--- src/rtl/ste_nfa_engine.sv ---
// Runtime-programmable homogeneous NFA: an array of STEs with interval matchers,
// programmable adjacency, start type and report enable, plus a backpressured report port.
module ste_nfa_engine #(
    parameter int unsigned NUM_STATES = 16,
    parameter int unsigned SYM_W      = 8,
    parameter int unsigned NUM_INTV   = 4,
    parameter int unsigned IDX_W      = 32,
    parameter int unsigned CFG_DW     = 32
) (
    input  logic                            clk_i,
    input  logic                            rst_ni,
    input  logic                            run_i,
    input  logic                            flush_i,
    input  logic                            sym_valid_i,
    output logic                            sym_ready_o,
    input  logic [SYM_W-1:0]                sym_i,
    input  logic                            cfg_we_i,
    input  logic [$clog2(NUM_STATES)-1:0]   cfg_state_i,
    input  logic [$clog2(NUM_INTV+2)-1:0]   cfg_field_i,
    input  logic [CFG_DW-1:0]               cfg_wdata_i,
    output logic                            cfg_err_o,
    output logic                            rpt_valid_o,
    input  logic                            rpt_ready_i,
    output logic [NUM_STATES-1:0]           rpt_vec_o,
    output logic [IDX_W-1:0]                rpt_idx_o,
    output logic [NUM_STATES-1:0]           active_o
);

    localparam int unsigned ST_W  = $clog2(NUM_STATES);
    localparam int unsigned FLD_W = $clog2(NUM_INTV + 2);

    logic [SYM_W-1:0]      lo_q     [NUM_STATES][NUM_INTV];
    logic [SYM_W-1:0]      hi_q     [NUM_STATES][NUM_INTV];
    logic [NUM_STATES-1:0] adj_q    [NUM_STATES];
    logic [1:0]            stype_q  [NUM_STATES];
    logic [NUM_STATES-1:0] rpt_en_q;

    logic [NUM_STATES-1:0] active_q;
    logic                  sod_q;
    logic [IDX_W-1:0]      idx_q;
    logic                  rpt_valid_q;
    logic [NUM_STATES-1:0] rpt_vec_q;
    logic [IDX_W-1:0]      rpt_idx_q;
    logic                  cfg_err_q;

    logic                  cfg_bad;
    logic                  cfg_ok;
    logic                  sym_fire;
    logic [NUM_STATES-1:0] match;
    logic [NUM_STATES-1:0] en;
    logic [NUM_STATES-1:0] active_nxt;
    logic [NUM_STATES-1:0] rv;

    // Upper write-data bits are don't-care for every field.
    logic unused_cfg_bits;
    assign unused_cfg_bits = ^cfg_wdata_i;

    assign cfg_bad = run_i
                   | (32'(cfg_field_i) > NUM_INTV + 1)
                   | (32'(cfg_state_i) >= NUM_STATES);
    assign cfg_ok  = cfg_we_i & ~cfg_bad;

    assign sym_ready_o = run_i & ~flush_i & (~rpt_valid_q | rpt_ready_i);
    assign sym_fire    = sym_valid_i & sym_ready_o;

    always_comb begin
        match = '0;
        en    = '0;
        for (int s = 0; s < NUM_STATES; s++) begin
            for (int i = 0; i < NUM_INTV; i++) begin
                if (lo_q[s][i] <= sym_i && sym_i <= hi_q[s][i]) begin
                    match[s] = 1'b1;
                end
            end
            // Start type 3 is reserved and behaves like "none".
            en[s] = (|(adj_q[s] & active_q))
                  | ((stype_q[s] == 2'd1) & sod_q)
                  | (stype_q[s] == 2'd2);
        end
        active_nxt = en & match;
        rv         = active_nxt & rpt_en_q;
    end

    always_ff @(posedge clk_i or negedge rst_ni) begin
        if (!rst_ni) begin
            for (int s = 0; s < NUM_STATES; s++) begin
                for (int i = 0; i < NUM_INTV; i++) begin
                    lo_q[s][i] <= '1;
                    hi_q[s][i] <= '0;
                end
                adj_q[s]   <= '0;
                stype_q[s] <= '0;
            end
            rpt_en_q <= '0;
        end else if (cfg_ok) begin
            for (int s = 0; s < NUM_STATES; s++) begin
                if (cfg_state_i == ST_W'(s)) begin
                    for (int i = 0; i < NUM_INTV; i++) begin
                        if (cfg_field_i == FLD_W'(i)) begin
                            lo_q[s][i] <= cfg_wdata_i[SYM_W-1:0];
                            hi_q[s][i] <= cfg_wdata_i[2*SYM_W-1:SYM_W];
                        end
                    end
                    if (cfg_field_i == FLD_W'(NUM_INTV)) begin
                        adj_q[s] <= cfg_wdata_i[NUM_STATES-1:0];
                    end
                    if (cfg_field_i == FLD_W'(NUM_INTV + 1)) begin
                        stype_q[s]  <= cfg_wdata_i[1:0];
                        rpt_en_q[s] <= cfg_wdata_i[2];
                    end
                end
            end
        end
    end

    always_ff @(posedge clk_i or negedge rst_ni) begin
        if (!rst_ni) begin
            cfg_err_q <= 1'b0;
        end else begin
            cfg_err_q <= cfg_we_i & cfg_bad;
        end
    end

    always_ff @(posedge clk_i or negedge rst_ni) begin
        if (!rst_ni) begin
            active_q <= '0;
            sod_q    <= 1'b1;
            idx_q    <= '0;
        end else if (flush_i) begin
            active_q <= '0;
            sod_q    <= 1'b1;
            idx_q    <= '0;
        end else if (sym_fire) begin
            active_q <= active_nxt;
            sod_q    <= 1'b0;
            idx_q    <= idx_q + 1'b1;
        end
    end

    // sym_fire already implies the previous report is gone or leaving, so loading never drops one.
    always_ff @(posedge clk_i or negedge rst_ni) begin
        if (!rst_ni) begin
            rpt_valid_q <= 1'b0;
            rpt_vec_q   <= '0;
            rpt_idx_q   <= '0;
        end else if (flush_i) begin
            rpt_valid_q <= 1'b0;
        end else if (sym_fire && (|rv)) begin
            rpt_valid_q <= 1'b1;
            rpt_vec_q   <= rv;
            rpt_idx_q   <= idx_q;
        end else if (rpt_valid_q && rpt_ready_i) begin
            rpt_valid_q <= 1'b0;
        end
    end

    assign cfg_err_o   = cfg_err_q;
    assign rpt_valid_o = rpt_valid_q;
    assign rpt_vec_o   = rpt_vec_q;
    assign rpt_idx_o   = rpt_idx_q;
    assign active_o    = active_q;

endmodule

--- config.mk ---
export PLATFORM = sky130hd
export DESIGN_NAME = ste_nfa_engine
export DESIGN_NICKNAME = d
export VERILOG_FILES = /design/src/rtl/ste_nfa_engine.sv
export SDC_FILE = /design/constraint.sdc
export NUM_CORES = 2
export LEC_CHECK = 0
export BUFFER_PORTS_ARGS = -buffer_cell sky130_fd_sc_hd__buf_2
export CORE_ASPECT_RATIO = 0.7
export CORE_MARGIN = 2
export CORE_UTILIZATION = 60
export DETAILED_ROUTE_END_ITERATION = 8
export HOLD_SLACK_MARGIN = 0.15
export PLACE_DENSITY_LB_ADDON = 0.25
export SLEW_MARGIN = 20
export SYNTH_ARGS = -nofsm -noshare
export SYNTH_HDL_FRONTEND = slang
export SYNTH_SLANG_ARGS = --single-unit
--- constraint.sdc ---
create_clock -name clk_i -period 3.1 [get_ports clk_i]
set_input_delay 0.62 -clock clk_i [delete_from_list [all_inputs] [get_ports clk_i]]
set_output_delay 0.62 -clock clk_i [all_outputs]
set_load 0.005 [all_outputs]
==> Word-level counts from Yosys, hierarchy flattened <==
Cells that the tools add are included.
{ "totals": {"register_bits": 1427, "in_bits": 54, "output_inout_bits": 67, "wordCells": 698} }
{ "op_classes": {"addsub": 1, "magnitude_cmp": 129, "n_eq_ne": 52, "muxes": 73, "bitwise_logic": 76, "reduce_logical": 184} }
{ "ops": {"columns": ["op", "count"], "rows": [
  ["8-bit <= comparator", 128],
  ["16-bit bitwise AND", 18],
  ["3-bit AND reduction", 96],
  ["16-bit OR reduction", 17],
  ["1-bit two-way mux", 69],
  ["1-bit logical AND", 66],
  ["32-bit two-way mux", 2],
  ["1-bit bitwise OR", 34],
  ["32-bit by 1-bit adder with 32-bit output, second input constant", 1],
  ["2-bit by 1-bit equality test with 1-bit output, second input constant", 16],
  ["2-bit equality test, second input constant", 16],
  ["4-bit equality test, second input constant", 8],
  ["16-bit two-way mux", 2],
  ["1-bit bitwise AND", 21],
  ["4-bit by 3-bit equality test with 1-bit output, second input constant", 4],
  ["4-bit by 2-bit equality test with 1-bit output, second input constant", 2],
  ["3-bit by 2-bit equality test with 1-bit output, second input constant", 2],
  ["3-bit equality test, second input constant", 2],
  ["4-bit by 1-bit equality test with 1-bit output, second input constant", 1],
  ["4-bit zero test", 1],
  ["3-bit by 1-bit equality test with 1-bit output, second input constant", 1],
  ["3-bit > comparator, second input constant", 1],
  ["3-bit zero test", 1],
  ["1-bit inverter", 3],
  ["3 further kinds", 3]
]} }

==> Depth between registers and ports, before layout <==
{ "logic_depth": {"depth_word": 12, "ltp_mapped": 14, "depth_no_buf": 12} }

==> Least setup slack after synthesis <==
No wires, ideal clock.
{ "synth_path": {"path_kind": "in2reg", "start": "input sym_i[1]", "end": "register rpt_vec_q[10] (netlist: rpt_vec_o[10])", "setup_ps": 127, "t_arrival_ps": 4155, "setup_slack_ps": -1182, "path_stages": 14, "path_buffers": 2, "path_cell_list": "inv_1 ha_1 nor2b_1 o211ai_1 a21oi_1 a2111oi_0 o22ai_1 nand4_1 a32oi_1 nor4bb_1 a31o_2 buf_6 buf_8 mux2_1"} }
{ "synth_between": {"elab_chain_len": 11, "word_cells_on_any_way": 261, "classes_between": "128 x order compare; 64 x mux; 2 x bitwise; 67 x reduce/logical"} }
{ "synth_rtl": {"columns": ["element", "line_no", "rtl"], "rows": [
  ["start: declaration", "16", "input logic [SYM_W-1:0] sym_i,"],
  ["8-bit <= comparator", "71", "if (lo_q[s][i] <= sym_i && sym_i <= hi_q[s][i]) begin"],
  ["1-bit logical AND", "71", null],
  ["1-bit two-way mux (4 in a row)", "71", null],
  ["16-bit bitwise AND *", "80", "active_nxt = en & match;"],
  ["16-bit bitwise AND *", "81", "rv = active_nxt & rpt_en_q;"],
  ["16-bit OR reduction", "148", "end else if (sym_fire && (|rv)) begin"],
  ["1-bit logical AND", "148", null],
  ["2-bit AND reduction (no line)", null, null],
  ["end signal: assignment", "150", "rpt_vec_q <= rv;"],
  ["end: declaration", "42", "logic [NUM_STATES-1:0] rpt_vec_q;"]
]} }
Mark *: on every way between the ends. The rest lies on a longest branch, timed or not.
A chain may end at the register's enable or synchronous reset.

==> Final worst setup path <==
{ "layout_path": {"start": "input sym_i[5]", "end": "register rpt_idx_q[13] (netlist: rpt_idx_o[13])"} }
{ "layout_between": {"elab_chain_len": 11, "word_cells_on_any_way": 261, "classes_between": "128 x order compare; 64 x mux; 2 x bitwise; 67 x reduce/logical"} }
{ "layout_rtl": {"columns": ["element", "line_no", "rtl"], "rows": [
  ["8-bit <= comparator", "71", null],
  ["1-bit logical AND", "71", null],
  ["1-bit two-way mux (4 in a row)", "71", null],
  ["16-bit bitwise AND *", "80", null],
  ["16-bit bitwise AND *", "81", null],
  ["16-bit OR reduction *", "148", null],
  ["1-bit logical AND *", "148", null],
  ["2-bit AND reduction (no line) *", null, null],
  ["end signal: assignment", "151", "rpt_idx_q <= idx_q;"],
  ["end: declaration", "43", "logic [IDX_W-1:0] rpt_idx_q;"]
]} }
Marks and branches as above.

==> results.md <==
- Outcome: finished with violations
- Violated checks: setup timing
- Reg power frac: 0.453
- Switching part of the total: 0.270
- Fin worst setup slack: -0.595 ns
- Max-cap violations: 0
- Slowest CP cell: mux2_2
- Initial antenna violation count: 8
- Ys async rst share: 1.00
- Worst path cell trace: buf_8 -> clkinvlp_4 -> buf_12 -> buf_4 -> ha_4 -> nand4_1 -> a21oi_2 -> a2111oi_4 -> o22ai_2 -> nand4_1 -> a32oi_2 -> buf_6 -> nor4bb_4 -> a31o_4 -> buf_8 -> buf_12 -> mux2_2
- CP max FO: 6
- Clock buffer depth: 3
- I/O pins: 121
- Core Area: 131000 sq um
- Worst VDD drop: 0.449 mV
- Clock Power Share: 0.397
- Syn_nets: 7948
- Number of detailed-route iterations in the first pass: 7
- CTS H-Tree Depth: 4
- Number of nets in the layout: 8475
- Die Height: 308 um
- Lkg Pwr: 0.0438 uW
- Unique cell type count in the Yosys netlist: 48
- First-pass GRT wire length: 360000 um
- Share of power burned in combinational logic: 0.149
- Crit path DAT: 4.35 ns
- Post-Syn Area: 79100 sq um
- Gpl congestion: 0.909
- Clock latency on the worst-skew pair: 0.79 ns
- RSZ-0062 raised after global routing: yes
- Synth Instances: 6869
- Hold Crit Class: input port to flip-flop
- Critical path startpoint category: input port
- Commonest non-fill, non-tap cell in the layout: mux2_2
- Via Count: 59200
- Yosys warns: 0
- Post-Route Utilization: 0.708
- Number of global-route vias before repair: 60300
- Worst-margin pin slew: 0.974 ns
- Post-synth top flop: dfrtp_1
- WHS: 0.287 ns
- CTS Buf Count: 142
- Reg clk slew, reported paths: 0.06 ns
- Final worst-path cycle share: 1.19
- DIE AREA: 135000 sq um
- Buffers on Ports: 104
- Most frequent cells in the layout: mux2_2, ha_1, dfrtp_1, inv_1, dfstp_2
- Clock Root Buffer: clkbuf_16
- CP Capture Type: flip-flop
- Post-route minimum period: 3.69 ns
- Multi-input gate area: 40800 sq um
- Post-synth EDFFs: 0
- Detailed-route DRC error count: 0
- Remaining Overflow, GRT: 0
- Total Routing Usage GR: 0.350
- Max frequency: 0.271 GHz
- FF+latch count, synth: 1427
- Cell Int Power: 32800 uW
- DP Wirelength: 156000 um
- First DRT Iteration DRCs: 5424
- Final Hold Violating Endpoints: 0
- Die width: 438 um
- Clock Skew: 0.0329 ns
- Mean Syn Cell Area: 11.5 sq um
- Clock sink total: 1427
- Wire per inst: 25.6 um
- Synth-to-Final Area Change: 17.1%
- Via density: 6.38
- Num rows: 111
- Area occupied by registers: 36400 sq um
- Dominant cells by area after synthesis: dfrtp_1, mux2_2, dfstp_2
- # fillers: 8887
- Final Max Slew Viols: 0
- Antenna Nets Post-Route: 0
- CTS tree: built
- Starting Density: 0.605
- Largest net degree at the start of global routing: 100
- Final wirelength: 238000 um
- Rel. slew slack: 0.345
- Layout cells sized above 1: 0.376
- Req. time, crit path: 3.76 ns
- Post-synth top area cell: dfrtp_1
- CP Class: input port to flip-flop
- Top cell type's share of synthesized area: 0.289
- Seq/Total Area, Yosys: 0.460
- Final setup fails: 49
- PwrDens: 485 nW/um^2
- Crit path largest cell delay: 0.34 ns
- Sw Pwr: 12100 uW
-- flip-flops by register name (all words and copies together), names as in the netlist --
register,count
stype_q,32
active_o,16
sod_q,1
cfg_err_o,1
rpt_en_q,16
hi_q,512
rpt_idx_o,32
rpt_valid_o,1
rpt_vec_o,16
adj_q,256
idx_q,32
lo_q,512
-- cell usage after synthesis, types with 4 or more instances --
cell,n
mux2_2,1221
ha_1,1025
dfrtp_1,914
inv_1,542
dfstp_2,513
a21oi_1,465
nand2_1,412
nand4_1,293
clkbuf_1,285
o21ai_0,260
nor2_1,212
nor2b_1,135
o211ai_1,128
a2111oi_0,72
o22ai_1,68
a22oi_1,50
nand3_1,32
and3_1,29
a22o_1,27
a221oi_1,24
or2_2,24
xor2_1,22
nand3b_1,20
a222oi_1,16
buf_1,14
nor3_1,7
and2_1,6
mux2_1,6
nand2b_1,5
mux2i_1,4
or3_1,4
xnor2_1,4
-- cell families after synthesis --
logic type | after synthesis | share of synthesized area
mux | 1231 | 0.175
xor+xnor | 26 | 0.00288
fa+ha+maj | 1025 | 0.162
compound gates | 1119 | 0.0851
flops | 1427 | 0.460
simple gates | 1192 | 0.0745
buf+inv | 849 | 0.0407
-- power groups by stage --
| stage | Clock [uW] | Sequential, uW | Combinational [uW] |
|---|---|---|---|
| 6_report | 17800 | 20400 | 6710 |
| 5_1_grt | 18700 | 20400 | 7300 |
| 4_1_cts | 17900 | 20300 | 6390 |
| 3_5_place_dp | 0 | 20600 | 6180 |
| 3_3_place_gp | 0 | 20600 | 5880 |
| 2_1_floorplan | 0 | 20400 | 3320 |
-- what timing repair did --
item                       in CTS  in global routing
cloned                          5                  4
setup endpoints to repair      49                 49
setup buffers                  16                 19
pin swaps                      17                 61
gates resized for setup       139                158
hold buffers                    4                  0
hold endpoints to repair       95                  0
-- path summary, 6_finish.rpt --
| path | startpoint | end | slack (ns) | cells after the start |
|---|---|---|---|---|
| hold reg to reg | hi_q[217] | hi_q[217] | 0.50 | 1 |
| hold / removal | cfg_wdata_i[0] | lo_q[288] | 0.29 | 3 |
| setup / recovery | sym_i[5] | rpt_idx_o[13] | -0.59 | 17 |
| max in group asynchronous | rst_ni | lo_q[7] | 1.61 | 4 |
| min in group asynchronous | rst_ni | hi_q[380] | 0.37 | 2 |
| setup reg to reg | hi_q[1] | rpt_idx_o[23] | -0.48 | 15 |
-- layout make-up --
type	instances	area share
Multi-Input combinational cell	4593	0.440
Sequential cell	1427	0.392
Timing Repair Buffer	690	0.0705
Clock buffer	210	0.0453
Tap cell	1751	0.0236
Inverter	542	0.0223
Clock inverter	52	0.00579
Antenna cell	6	0.000162
-- per-layer routing --
metal  wire, um  vias to the layer above  global-route usage
li1           -                    25900                   -
met1     101000                    30000               0.493
met2     104000                     2668               0.529
met3      23700                      598              0.0737
met4       9280                        8               0.133
met5        181                        -             0.00609
-- critical path, delay by kind of cell --
kind,cells,cell delay [ns]
AO/OA/AOI/OAI,5,1.06
adder cells (fa/ha/maj),1,0.26
buffers and inverters,7,1.27
multiplexers,1,0.34
AND/OR/NAND/NOR,3,0.76
-- stage by stage --
stage / setup WS [ns] / setup TNS [ns] / area, sq um / std cells / total power [uW]
after floorplan: -0.989 / -43.93 / 79100 / 6869 / 23800
after global placement: -1.57 / -78.55 / 86000 / 8958 / 26500
after detailed placement: -1.62 / -80.82 / 86000 / 8958 / 26800
after CTS: -0.436 / -18.64 / 91600 / 9243 / 44600
after global routing: -0.586 / -26.08 / 92600 / 9265 / 46500
final: -0.595 / -26.23 / 92700 / 9271 / 44900
Note: power is estimated with default switching activity, not from simulation.
